## src/rtl/snake_move_sched.sv

```systemverilog
// Snake step scheduler: holds committed/requested heading, times move steps from a
// speed-dependent period, and hands each move to the datapath over a req/ack handshake.
module snake_move_sched #(
  parameter int unsigned BASE_PERIOD = 25_000_000,
  parameter int unsigned STEP_DEC    = 1_500_000,
  parameter int unsigned MIN_PERIOD  = 5_000_000,
  parameter int unsigned MAX_LEVEL   = 15
) (
  input  logic       clk,
  input  logic       rst,
  input  logic [1:0] game_status,
  input  logic       key1_press,
  input  logic       key2_press,
  input  logic       key3_press,
  input  logic       key4_press,
  input  logic       eat_food,
  input  logic       move_ack,
  output logic [1:0] direction,
  output logic       move_req,
  output logic       grow,
  output logic [3:0] speed_level
);

  localparam logic [1:0] GS_RESTART = 2'b00;
  localparam logic [1:0] GS_PLAY    = 2'b10;
  localparam logic [1:0] DIR_UP     = 2'b00;
  localparam logic [1:0] DIR_DOWN   = 2'b01;
  localparam logic [1:0] DIR_LEFT   = 2'b10;
  localparam logic [1:0] DIR_RIGHT  = 2'b11;
  localparam logic [3:0] LVL_MAX    = 4'(MAX_LEVEL);

  typedef enum logic [1:0] {S_IDLE, S_COUNT, S_REQ} state_t;

  state_t      r_state;
  logic [1:0]  r_next_dir;
  logic        r_grow_pend;
  logic [31:0] r_cnt;
  logic [31:0] r_period;

  logic [31:0] w_dec;
  logic [31:0] w_period;
  logic        w_key_vld;
  logic [1:0]  w_key_dir;
  logic        w_key_ok;
  logic [3:0]  w_level_inc;

  // Clamp before subtracting so a large level never wraps the period.
  assign w_dec    = 32'(speed_level) * STEP_DEC;
  assign w_period = (w_dec >= (BASE_PERIOD - MIN_PERIOD)) ? MIN_PERIOD : (BASE_PERIOD - w_dec);

  always_comb begin
    w_key_vld = 1'b1;
    w_key_dir = DIR_RIGHT;
    if (key1_press)      w_key_dir = DIR_UP;
    else if (key2_press) w_key_dir = DIR_DOWN;
    else if (key3_press) w_key_dir = DIR_LEFT;
    else if (key4_press) w_key_dir = DIR_RIGHT;
    else                 w_key_vld = 1'b0;
  end

  // Opposite headings share bit 1 and differ only in bit 0.
  assign w_key_ok    = w_key_vld && ((w_key_dir ^ direction) != 2'b01);
  assign w_level_inc = (speed_level == LVL_MAX) ? speed_level : speed_level + 4'd1;

  always_ff @(posedge clk) begin
    if (!rst) begin
      r_state     <= S_IDLE;
      r_next_dir  <= DIR_RIGHT;
      r_grow_pend <= 1'b0;
      r_cnt       <= '0;
      r_period    <= BASE_PERIOD;
      direction   <= DIR_RIGHT;
      move_req    <= 1'b0;
      grow        <= 1'b0;
      speed_level <= '0;
    end else begin
      if (w_key_ok) r_next_dir <= w_key_dir;
      if (eat_food) begin
        r_grow_pend <= 1'b1;
        speed_level <= w_level_inc;
      end
      if (game_status != GS_PLAY) begin
        r_state     <= S_IDLE;
        r_cnt       <= '0;
        move_req    <= 1'b0;
        grow        <= 1'b0;
        r_grow_pend <= 1'b0;
        if (game_status == GS_RESTART) begin
          direction   <= DIR_RIGHT;
          r_next_dir  <= DIR_RIGHT;
          speed_level <= '0;
        end
      end else begin
        case (r_state)
          S_IDLE: begin
            r_state  <= S_COUNT;
            r_cnt    <= '0;
            r_period <= w_period;
          end
          S_COUNT: begin
            if (r_cnt == r_period - 32'd1) begin
              r_cnt     <= '0;
              direction <= r_next_dir;
              move_req  <= 1'b1;
              grow      <= r_grow_pend;
              r_state   <= S_REQ;
            end else begin
              r_cnt <= r_cnt + 32'd1;
            end
          end
          S_REQ: begin
            // Period is latched here so level changes apply from the next full step.
            if (move_ack) begin
              move_req <= 1'b0;
              grow     <= 1'b0;
              if (!eat_food) r_grow_pend <= 1'b0;
              r_period <= w_period;
              r_state  <= S_COUNT;
            end
          end
          default: r_state <= S_IDLE;
        endcase
      end
    end
  end

endmodule

```

## config.mk

```make
export PLATFORM = sky130hd
export DESIGN_NAME = snake_move_sched
export DESIGN_NICKNAME = d
export VERILOG_FILES = /design/src/rtl/snake_move_sched.sv
export SDC_FILE = /design/constraint.sdc
export NUM_CORES = 1
export LEC_CHECK = 0
export BUFFER_PORTS_ARGS = -buffer_cell sky130_fd_sc_hd__buf_2
export CORE_MARGIN = 8
export CORE_UTILIZATION = 35
export DETAILED_ROUTE_END_ITERATION = 8
export PLACE_DENSITY_LB_ADDON = 0.12
export SLEW_MARGIN = 40
export SYNTH_ARGS = -nofsm -noshare
export SYNTH_HDL_FRONTEND = slang
export SYNTH_SLANG_ARGS = --single-unit
export TNS_END_PERCENT = 100
```

## constraint.sdc

```tcl
create_clock -name clk -period 5 [get_ports clk]
set_input_delay 0.75 -clock clk [delete_from_list [all_inputs] [get_ports clk]]
set_output_delay 0.75 -clock clk [all_outputs]
set_load 0.005 [all_outputs]
```

=== After elaboration in Yosys (flattened, before gate mapping) ===
Index checks and enable logic that the tools add are counted.

* Flip-flop bits (word level): 77
* Latch bits: 0
* Bits in writable memories: 0
* Bits in read-only memories: 0
* Memories: 0

* $add $sub $neg: 4
* Multiply operators: 1
* Div/mod/pow operators: 0
* Order comparisons: 1
* Equal/unequal tests: 9
* Shift operators: 0
* Multiplexer cells: 35
* Bitwise operators: 3
* Reductions and logical operators: 13

{| class="wikitable"
|+ Operators with widths
! cell !! count
|-
| $pmux 32 s2 || 2
|-
| $mux 32 || 3
|-
| $add 32x1->32 const B || 1
|-
| $eq 32x32->1 || 1
|-
| $sub 32x1->32 const B || 1
|-
| $sub 25x25->26 const A || 1
|-
| $ge 25x25->1 const B || 1
|-
| $mux 2 || 11
|-
| $mul 4x16->20 const B || 1
|-
| $mux 4 || 4
|-
| $mux 1 || 12
|-
| $reduce_bool 2->1 || 5
|-
| $reduce_and 3->1 || 3
|-
| $ne 2x2->1 const B || 3
|-
| $pmux 2 s3 || 1
|-
| $add 4x1->4 const B || 1
|-
| $eq 4x4->1 const B || 1
|-
| $logic_not 2->1 || 2
|-
| $ne 2x1->1 const B || 2
|-
| $pmux 1 s2 || 2
|-
| $eq 2x1->1 const B || 1
|-
| $eq 2x2->1 const B || 1
|-
| $not 1->1 || 2
|-
| $reduce_and 2->1 || 1
|-
| 3 further kinds || 3
|}

=== Longest topological paths before layout ===
Gate-level depths: netlist of the first run.

* Depth after elaboration: 9
* Depth in mapped cells: 16
* Depth with buffers taken out: 15

=== Least setup slack after synthesis of the first run ===
No wires, ideal clock.

* Path type: register -> register
* From: register speed_level[2]
* To: register r_period[5]
* Setup time: 0.117 ns
* Arrival: 3.985 ns
* Data required time: 4.883 ns
* Path slack: 0.898 ns
* Cell stages (with the launch flop): 16
* Period minus slack after synthesis: 4.102 ns
* Path through: dfxtp_1 -> inv_1 -> ha_1 -> xnor2_1 -> ha_1 -> or2_2 -> ha_1 -> a31oi_1 -> a221oi_1 -> o211ai_1 -> nor3b_1 -> nor3_1 -> a22oi_1 -> a31oi_2 -> nor2_1 -> a22o_1

* Word-level cells in the longest chain between the ends: 5

{| class="wikitable"
|+ Ends and longest elaborated chain
! element !! RTL line !! text
|-
| start: declaration || 21 || <nowiki>output logic [3:0] speed_level</nowiki>
|-
| start signal: assignment || 80 || <nowiki>speed_level <= w_level_inc;</nowiki>
|-
| $mul 4x16->20 * || 48 || <nowiki>assign w_dec = 32'(speed_level) * STEP_DEC;</nowiki>
|-
| $ge 25x25->1 * || 49 || <nowiki>assign w_period = (w_dec >= (BASE_PERIOD - MIN_PERIOD)) ? MIN_PERIOD : (BASE_PERIOD - w_dec);</nowiki>
|-
| $mux 32 * || 49 ||
|-
| $mux 32 || 113 || <nowiki>if (move_ack) begin</nowiki>
|-
| $pmux 32 s2 * || 94 || <nowiki>case (r_state)</nowiki>
|-
| end signal: assignment || 98 || <nowiki>r_period <= w_period;</nowiki>
|-
| end signal: assignment || 117 || <nowiki>r_period <= w_period;</nowiki>
|-
| end: declaration || 38 || <nowiki>logic [31:0] r_period;</nowiki>
|}

Every way passes the cells marked *; elsewhere a longest branch is shown, timed or not. The select of a mux whose other input is x is not followed.
A chain may end at the register's enable or synchronous reset.

=== Final worst setup path of the first run ===
* From: register speed_level[2]
* To: register r_period[23]

* Word-level cells in the longest chain between the ends: 5
* Elaborated cells on any way between the ends: 6

{| class="wikitable"
|+ Ends and longest elaborated chain
! element !! RTL line
|-
| $mul 4x16->20 * || 48
|-
| $sub 25x25->26 / $ge 25x25->1 (equally long branches) || 49
|-
| $mux 32 * || 49
|-
| $mux 32 || 113
|-
| $pmux 32 s2 * || 94
|}

Marked as above.

==> flow_metrics.tcl, run 1 <==
set metrics [dict create \
    cts_buffer_depth 2 \
    num_antenna_cells 0 \
    avgSynthCellArea_sq_um 7.767 \
    peakVddDrop_mv 0.1594 \
    busiest_layer "met2" \
    grt_pass1_wl_um 23960 \
    clockRootBuffer "clkbuf_16" \
    io_buffers 17 \
    leakage_nw 2.375 \
    relSlewSlack_pct 49.79 \
    tns_ns 0 \
    grt_pass1_vias 4802 \
    initial_core_util_pct 35.75 \
    path_common_cell "ha_1" \
    p_per_area_nw_per_um2 245.4 \
    r2r_cells 15 \
    grt_usage_pct 14.63 \
    htreeDepth 3 \
    final_nets 741 \
    dp_cells 873 \
    dp_hpwl_um 11140 \
    async_flop_share_pct 0 \
    dp_slack_ns 0.5027 \
    reg2reg_from "speed_level[2]" \
    critPathArrivalTime_ns 4.61 \
    final_hold_viol_count 0 \
    finalClockSkew_ns 0.007454 \
    endpoint_kind "flip-flop" \
    clk_latency_ns 0.33 \
    synth_seq_cells 66 \
    cts.sinks 66 \
    place_congestion 0.8838 \
    worstPathRequired_ns 5.22 \
    synth-edff-count 0 \
    tightest_slew_ns 0.7511 \
    grt_util_met2_pct 24.21 \
    cap_viol_max_count 0 \
    synthCells 697 \
    startpoint "speed_level[2]" \
    power_mw 1.459 \
    die_h_um 140.4 \
    setup.worst_path.start_class "flip-flop" \
    cp-endpoint "r_period[23]" \
    grt_max_degree 50 \
    cts_hold_buf 0 \
    reg2reg_to "r_period[23]" \
    io_pins 18 \
    hold_depth 2 \
    drive_gt1_share_pct 8.559 \
    synth-seq-area-share_pct 24.40 \
    use_met1_pct 18.50 \
    worstPathCellList "inv_1 > ha_1 > xnor2_1 > ha_1 > or2_2 > ha_1 > a31oi_1 > a221oi_1 > nor2_1 > xor2_1 > o21ai_0 > o21a_1 > nand4_1 > xor2_1 > a22o_1" \
    netlist_area_sq_um 5414 \
    min_period_ns 4.385 \
    critPathMaxStageDelay_ns 0.56 \
    clkTransAtPathRegs_ns 0.06 \
    drt-total-wl_um 14330 \
    drt_iter0_drc 374 \
    coreArea_sq_um 15150 \
    die_w_um 140.4 \
    placed_cell_area_sq_um 5613 \
    setup-violations-final 0 \
    yosys.area.top_type "dfxtp_1" \
    synth_cell_types 69 \
    finalCritPeriodShare_pct 87.70 \
    rows 45 \
    cts_buffers 9 \
    area_growth_pct 9.799 \
    grt_antenna_before_repair 0 \
    overflow 0 \
    critical_path_class "reg2reg" \
    rsz0062_at_grt "false" \
    stdcell_count 889 \
    vias_per_cell 5.699 \
    outcome "completed" \
    ant_nets 0 \
    syn_nets 742 \
    synthTopCellsByArea "dfxtp_1 24%, ha_1 7.4%, xor2_1 5.0%" \
    yosys.cell_count.top_type "dfxtp_1" \
    worst_slack_ns 0.6148 \
    synthFlopType "dfxtp_1" \
    die_area_sq_um 19700 \
    yosys-top-cells-count "66 x dfxtp_1, 58 x nand2_1, 55 x nor2_1" \
    route.detailed.drc 0 \
    dr_total_vias 5066 \
    hold_path.class "reg2reg" \
    crit_slowest_cell "dfxtp_1" \
    first_pass_iters 5 \
    n_fill_cell 1532 \
    max_freq_mhz 228.0 \
    wire_per_inst_um 16.11 \
    final_area_sq_um 5944 \
    ys.warnings.count 0 \
    rrSetupSlack_ns 0.61 \
    cts_tree "yes" \
    cp_max_fo 10 \
    postCtsSetupRepairBufs 0 \
    synth_top_area_share_pct 24.40 \
    gr-usage-met3_pct 2.311 \
    slew_violations 0 \
    ctsResizeCount 0 \
]
-- through the flow --
stage                     hold slack (ns)  utilization (%)
after detailed placement           0.4484            37.06
after global routing               0.4789            39.25
final                              0.4504            39.25
after floorplan                    0.4367                -
after CTS                          0.4562            39.23
after global placement             0.4440            37.06
-- worst min path at each step --
stage / start / endpoint
after CTS: move_req / move_req
after detailed placement: move_req / move_req
final: move_req / move_req
after floorplan: r_grow_pend / grow
after global placement: move_req / move_req
after global routing: r_cnt[1] / r_cnt[1]
-- cells by family after synthesis --
group / count (synthesis) / synth area share [%]
xor+xnor: 61 / 9.868
fa+ha+maj: 35 / 8.505
mux: 6 / 1.179
compound gates: 180 / 22.26
buf+inv: 51 / 3.975
flops: 66 / 24.40
simple gates: 298 / 29.81
-- registers in the layout (all words and copies together), names as in the netlist, 2 cells and up --
signal	cells
speed_level	4
r_next_dir	2
r_period	21
direction	2
r_state	2
r_cnt	32
-- report_power, final --
group          switching, mW  total [mW]  internal, mW
logic                  0.118       0.198        0.0803
registers             0.0284       0.571         0.542
clock network          0.239       0.690         0.450
total                  0.385        1.46          1.07
-- cells in the final DEF (no fill, tap or decap), types with 5 or more instances in the layout --
cell type	netlist	layout
and2_1	7	7
a31oi_1	13	13
a22oi_1	7	7
xnor2_1	30	30
clkbuf_16	0	9
nor2_1	55	54
nand4_1	19	19
nand3_1	31	31
xor2_1	31	31
nand2_1	58	58
dfxtp_1	66	66
inv_1	19	19
nand2b_1	15	15
nor3b_1	8	8
o22a_1	5	5
o21ai_1	22	22
a21o_1	14	14
o21ai_0	24	24
or3_1	13	13
nor4_1	11	11
buf_2	1	17
nand3b_1	5	5
a21oi_1	34	34
a22o_1	5	5
nor2b_1	14	14
and3_1	15	15
o211ai_1	9	9
nor3_1	22	22
ha_1	32	32
-- worst max-delay path, delay by kind of cell (launching register included) --
family	cells	cell delay [ns]
and+or+nand+nor	3	0.56
xor gates and xnor gates	3	0.56
DFF	1	0.56
AOI/OAI and AO/OA	5	1.63
adders and majority gates	3	0.88
buffers and inverters	1	0.08
-- final cells by class --
| class | count | area (sq um) | share of cell area, % |
|---|---|---|---|
| flip-flops and latches | 66 | 1321 | 22.23 |
| well taps | 188 | 235.2 | 3.957 |
| clock buffers | 10 | 239.0 | 4.020 |
| clock inverters | 6 | 90.09 | 1.515 |
| repair buffers | 20 | 107.6 | 1.810 |
| multi-input cells | 580 | 3880 | 65.27 |
| inverters | 19 | 71.32 | 1.200 |
-- routing by layer --
layer	wire length [um]	part of all wire (%)	up-vias
li1	-	-	2571
met1	6937	48	2391
met2	6669	47	86
met3	422	2.9	18
met4	296	2.1	0
met5	0	0	-
(Power assumes the default switching activity.)
==> inputs of run 2 (changes only) <==
- CORE_MARGIN: 8 -> not set
==> run 2 against run 1 <==
Setup slack worse by 0.055 ns. Clock power is 7.1% lower. Global-route usage is 3.4 points higher. Worst hold slack better by 0.013 ns. Die area is 19% lower. Sequential power hardly changed. Utilization is 0.18 points lower. Sequential share of layout area is 0.10 points higher. Maximum frequency is 1.2% lower. Largest cell class unchanged.
==> flow_metrics.tcl, run 2 (same netlist as run 1, synthesis figures left out) <==
set metrics [dict create \
    rows 45 \
    grt_pass1_vias 4683 \
    tns_ns 0 \
    p_int_mw 1.023 \
    worstPathCellList "inv_1 > ha_1 > xnor2_1 > ha_1 > or2_2 > ha_1 > a31oi_1 > a221oi_1 > o211ai_1 > nor3b_1 > nor3_1 > a22oi_1 > a31oi_2 > nor2_1 > a31oi_1" \
    layout_common_cells "66 x dfxtp_1, 58 x nand2_1, 55 x nor2_1, 34 x a21oi_1, 32 x ha_1" \
    drive_gt1_share_pct 8.417 \
    cts_tree "yes" \
    final_common_cell "dfxtp_1" \
    postCtsSetupRepairBufs 0 \
    dr_total_vias 5012 \
    finalCritPeriodShare_pct 88.80 \
    num_antenna_cells 0 \
    grt_usage_pct 18.07 \
    grt_pass1_wl_um 23030 \
    layout.area.seq_sq_um 1321 \
    htreeDepth 3 \
    overflow 0 \
    rsz0062_at_grt "false" \
    area_growth_pct 9.290 \
    place_congestion 0.9104 \
    first_pass_iters 4 \
    worstPathRequired_ns 5.19 \
    hold_path.class "reg2reg" \
    cp_max_fo 10 \
    ant_nets 0 \
    leakage_nw 2.365 \
    cts_hold_buf 0 \
    regMostFlops "r_cnt" \
    io_buffers 17 \
    setup.worst_path.start_class "flip-flop" \
    outcome "completed" \
    clockRootBuffer "clkbuf_16" \
    slew_violations 0 \
    largest_reg_flops 32 \
    critPathMaxStageDelay_ns 0.53 \
    die_area_sq_um 15970 \
    io_pins 18 \
    cts_buffers 9 \
    path_common_cell "ha_1" \
    relSlewSlack_pct 52.13 \
    die_w_um 126.4 \
    vias_per_cell 5.638 \
    route.detailed.drc 0 \
    switching_share_pct 27.50 \
    p_switching_uw 388.0 \
    peakVddDrop_mv 0.1636 \
    clk_latency_ns 0.34 \
    cts_buffer_depth 2 \
    dp_cells 873 \
    critPathArrivalTime_ns 4.63 \
    clkTransAtPathRegs_ns 0.06 \
    min_period_ns 4.440 \
    final_nets 741 \
    n_fill_cell 1572 \
    stdcell_count 889 \
    coreArea_sq_um 15150 \
    die_h_um 126.4 \
    drt_iter0_drc 289 \
    reg_top3 "r_cnt (32), r_period (21), speed_level (4)" \
    cap_viol_max_count 0 \
    final_hold_viol_count 0 \
    dp_hpwl_um 10970 \
    endpoint_kind "flip-flop" \
    comb_power_share_pct 14.1 \
    max_freq_mhz 225.2 \
    pwr-share-clk_pct 45.5 \
    crit_slowest_cell "dfxtp_1" \
    setup-violations-final 0 \
    ctsResizeCount 0 \
    critical_path_class "reg2reg" \
    tightest_slew_ns 0.7115 \
    grt_max_degree 50 \
    wire_per_inst_um 15.82 \
    seqPwrFrac_pct 40.4 \
    finalClockSkew_ns 0.008418 \
    cts.sinks 66 \
    drt-total-wl_um 14060 \
    multi_input_area_sq_um 3877 \
    grt_antenna_before_repair 0 \
    p_per_area_nw_per_um2 238.4 \
    initial_core_util_pct 35.75 \
]
## run 2: changes by cell type in the layout (fill, tap and decap cells not counted)
cell / previous run / this run
bufinv_16: 2 / 1
inv_6: 0 / 1
clkinv_2: 1 / 2
nor2_1: 54 / 55
clkinv_4: 2 / 1
nor2_2: 1 / 0
## run 2: worst paths after layout
| path | cells past startpoint | start | to | slack [ns] |
|---|---|---|---|---|
| worst max-delay path | 15 | speed_level[2] | r_period[18] | 0.56 |
| worst min-delay path | 2 | r_grow_pend | grow | 0.46 |
| worst max register to register | 15 | speed_level[2] | r_period[18] | 0.56 |
| worst min register to register | 2 | r_grow_pend | grow | 0.46 |
## run 2: power by group through the flow
stage	registers [mW]	logic, mW	clock network, mW
final	0.571	0.199	0.641
after CTS	0.570	0.199	0.667
after global routing	0.574	0.221	0.687
after floorplan	0.571	0.155	0
after detailed placement	0.582	0.198	0
after global placement	0.581	0.195	0
## run 2: layout make-up
cell class              count  share of cell area (%)
clock inverters             6                   1.100
repair buffers             20                   1.819
well taps                 188                   3.975
flip-flops and latches     66                   22.33
clock buffers              10                   4.039
multi-input cells         580                   65.53
inverters                  19                   1.205
## run 2: through the flow
stage | total power [mW] | utilization (%) | setup WS [ns] | hold slack, ns | area (sq um)
2_1_floorplan | 0.7264 | - | 0.8984 | 0.4367 | 5414
3_3_place_gp | 0.7760 | 37.06 | 0.6856 | 0.4438 | 5613
3_5_place_dp | 0.7796 | 37.06 | 0.5565 | 0.4534 | 5613
4_1_cts | 1.436 | 39.07 | 0.5347 | 0.4628 | 5917
5_1_grt | 1.482 | 39.07 | 0.1071 | 0.4872 | 5917
6_report | 1.411 | 39.07 | 0.5599 | 0.4633 | 5917
## run 2: metal layers
metal / GRT usage, % / up-vias / share of wire, %
li1: - / 2576 / -
met2: 30.48 / 88 / 48
met3: 2.952 / 18 / 2.9
met4: 7.087 / 0 / 1.8
met5: 0 / - / 0
met1: 23.02 / 2330 / 48
## run 2: critical path: cells and delay by family (launching register included)
family	cells	cell delay [ns]
adders and majority gates	3	0.88
xor gates and xnor gates	1	0.16
AOI/OAI and AO/OA	6	1.32
DFF	1	0.53
buffers and inverters	1	0.08
and+or+nand+nor	4	1.31
==> inputs of run 3 (changes only) <==
- RECOVER_POWER: not set -> 50
==> run 3 against run 2 <==
Cell count is the same. Die area is the same. Via count shrank 0.12%. The flow now finishes with violations (capacitance limit, slew limit). Global-route usage is the same. First-iteration DRC count grew 2.8%. Sequential share of layout area grew 0.052 points. Largest cell class unchanged. Non-clock buffer count is the same. Highest routed layer unchanged. Maximum frequency is essentially flat. Utilization shrank 0.091 points. Sequential cell count is the same. Total power grew 0.20%.
==> flow_metrics.tcl, run 3 (same netlist as run 1, synthesis figures left out) <==
set metrics [dict create \
    outcome "complete, but fails checks" \
    violations "capacitance limit, slew limit" \
    ant_nets 0 \
    final_nets 741 \
    p_per_area_nw_per_um2 239.5 \
    die_h_um 126.4 \
    peakVddDrop_mv 0.1636 \
    final_hold_viol_count 0 \
    route.detailed.drc 0 \
    tightest_slew_ns 1.557 \
    n_fill_cell 1575 \
    final_common_cell "dfxtp_1" \
    grt_pass1_vias 4683 \
    rows 45 \
    worst-path-buf-inv 1 \
    setup-violations-final 0 \
    rrSetupSlack_ns 0.56 \
    ctsResizeCount 0 \
    die_area_sq_um 15970 \
    p_switching_uw 391.2 \
    vias_per_cell 5.631 \
    critPathMaxStageDelay_ns 0.53 \
    io_buffers 17 \
    first_pass_iters 4 \
    die_w_um 126.4 \
    clk_latency_ns 0.34 \
    worstPathRequired_ns 5.19 \
    cts.sinks 66 \
    seqPwrFrac_pct 40.4 \
    holdWs_ns 0.4651 \
    layout_common_cells "66 x dfxtp_1, 58 x nand2_1, 55 x nor2_1, 36 x o21ai_0, 34 x a21oi_1" \
    worstPathCellList "inv_1 > ha_1 > xnor2_1 > ha_1 > or2_2 > ha_1 > a31oi_1 > a221oi_1 > o211ai_1 > nor3b_1 > nor3_1 > a22oi_1 > a31oi_2 > nor2_1 > a31oi_1" \
    r2r_cells 15 \
    crit_slowest_cell "dfxtp_1" \
    max_freq_mhz 225.0 \
    hold_depth 2 \
    wire_per_inst_um 15.85 \
    grt_max_degree 50 \
    leakage_nw 2.358 \
    pwr-share-clk_pct 45.6 \
    worstHoldStart "r_grow_pend" \
    dp_hpwl_um 10970 \
    comb_power_share_pct 14.0 \
    cts_hold_buf 0 \
    reg_top3 "r_cnt (32), r_period (21), speed_level (4)" \
    reg2reg_from "speed_level[2]" \
    critical_path_class "reg2reg" \
    overflow 0 \
    place_congestion 0.9104 \
    cts_buffers 9 \
    cts_tree "yes" \
    slew_violations 50 \
    drive_gt1_share_pct 7.418 \
    min_period_ns 4.444 \
    finalCritPeriodShare_pct 88.87 \
    finalClockSkew_ns 0.01136 \
    setup.worst_path.start_class "flip-flop" \
    io_pins 18 \
    clkTransAtPathRegs_ns 0.06 \
    cts_buffer_depth 2 \
    path_depth 15 \
    coreArea_sq_um 15150 \
    p_int_mw 1.022 \
    reg2reg_to "r_period[18]" \
    htreeDepth 3 \
    drt-total-wl_um 14090 \
    crit_family "compound AO/OA/AOI/OAI gates" \
    hold_path.class "reg2reg" \
    dr_total_vias 5006 \
    num_antenna_cells 0 \
    cp_max_fo 10 \
    postCtsSetupRepairBufs 0 \
    regMostFlops "r_cnt" \
    initial_core_util_pct 35.75 \
    path_common_cell "ha_1" \
    cap_viol_max_count 1 \
    area_growth_pct 9.036 \
    grt_antenna_before_repair 0 \
    drt_iter0_drc 297 \
    min_to "grow" \
    largest_reg_flops 32 \
    relSlewSlack_pct -3.815 \
    endpoint_kind "flip-flop" \
    switching_share_pct 27.67 \
    clockRootBuffer "clkbuf_16" \
    tns_ns 0 \
    grt_pass1_wl_um 23030 \
    grt_usage_pct 18.07 \
    rsz0062_at_grt "false" \
    critPathArrivalTime_ns 4.63 \
]
==> run 3: through the flow <==
stage	setup slack, ns	instance area (sq um)	power, mW	instances	util, %
4_1_cts	0.5347	5917	1.436	889	39.07
3_5_place_dp	0.5565	5613	0.7796	873	37.06
5_1_grt	0.1071	5903	1.481	889	38.98
6_report	0.5564	5903	1.414	889	38.98
2_1_floorplan	0.8984	5414	0.7264	697	-
3_3_place_gp	0.6856	5613	0.7760	873	37.06
==> run 3: how the worst max path moves through the flow <==
stage,start,to,slack [ns]
2_1_floorplan,speed_level[2],r_period[5],0.90
3_3_place_gp,speed_level[2],r_period[18],0.69
3_5_place_dp,speed_level[2],r_period[18],0.56
4_1_cts,speed_level[2],r_period[18],0.53
5_1_grt,speed_level[2],r_period[18],0.11
6_report,speed_level[2],r_period[18],0.56
==> run 3: final cells by class <==
class	count	area (sq um)	area share, %
repair buffers	20	101.3	1.717
flip-flops and latches	66	1321	22.38
well taps	188	235.2	3.985
inverters	19	71.32	1.208
multi-input cells	580	3870	65.56
clock buffers	10	239.0	4.048
clock inverters	6	65.06	1.102
==> run 3: routing by layer <==
metal / share of wire, % / track usage (%) / vias up
li1: - / - / 2575
met1: 48 / 23.02 / 2343
met2: 48 / 30.48 / 72
met3: 2.4 / 2.952 / 16
met4: 1.6 / 7.087 / 0
met5: 0 / 0 / -
==> run 3: power groups by stage <==
stage	Clock [mW]	Combinational, mW	Sequential (mW)
after floorplan	0	0.155	0.571
after global placement	0	0.195	0.581
after detailed placement	0	0.198	0.582
after CTS	0.667	0.199	0.570
after global routing	0.687	0.220	0.574
final	0.645	0.198	0.571
==> run 3: tightest hold or removal path: stages (launching register included) <==
cell and delay [ns]:
dfxtp_1 0.31, nand2_1 0.05, a21oi_1 0.06
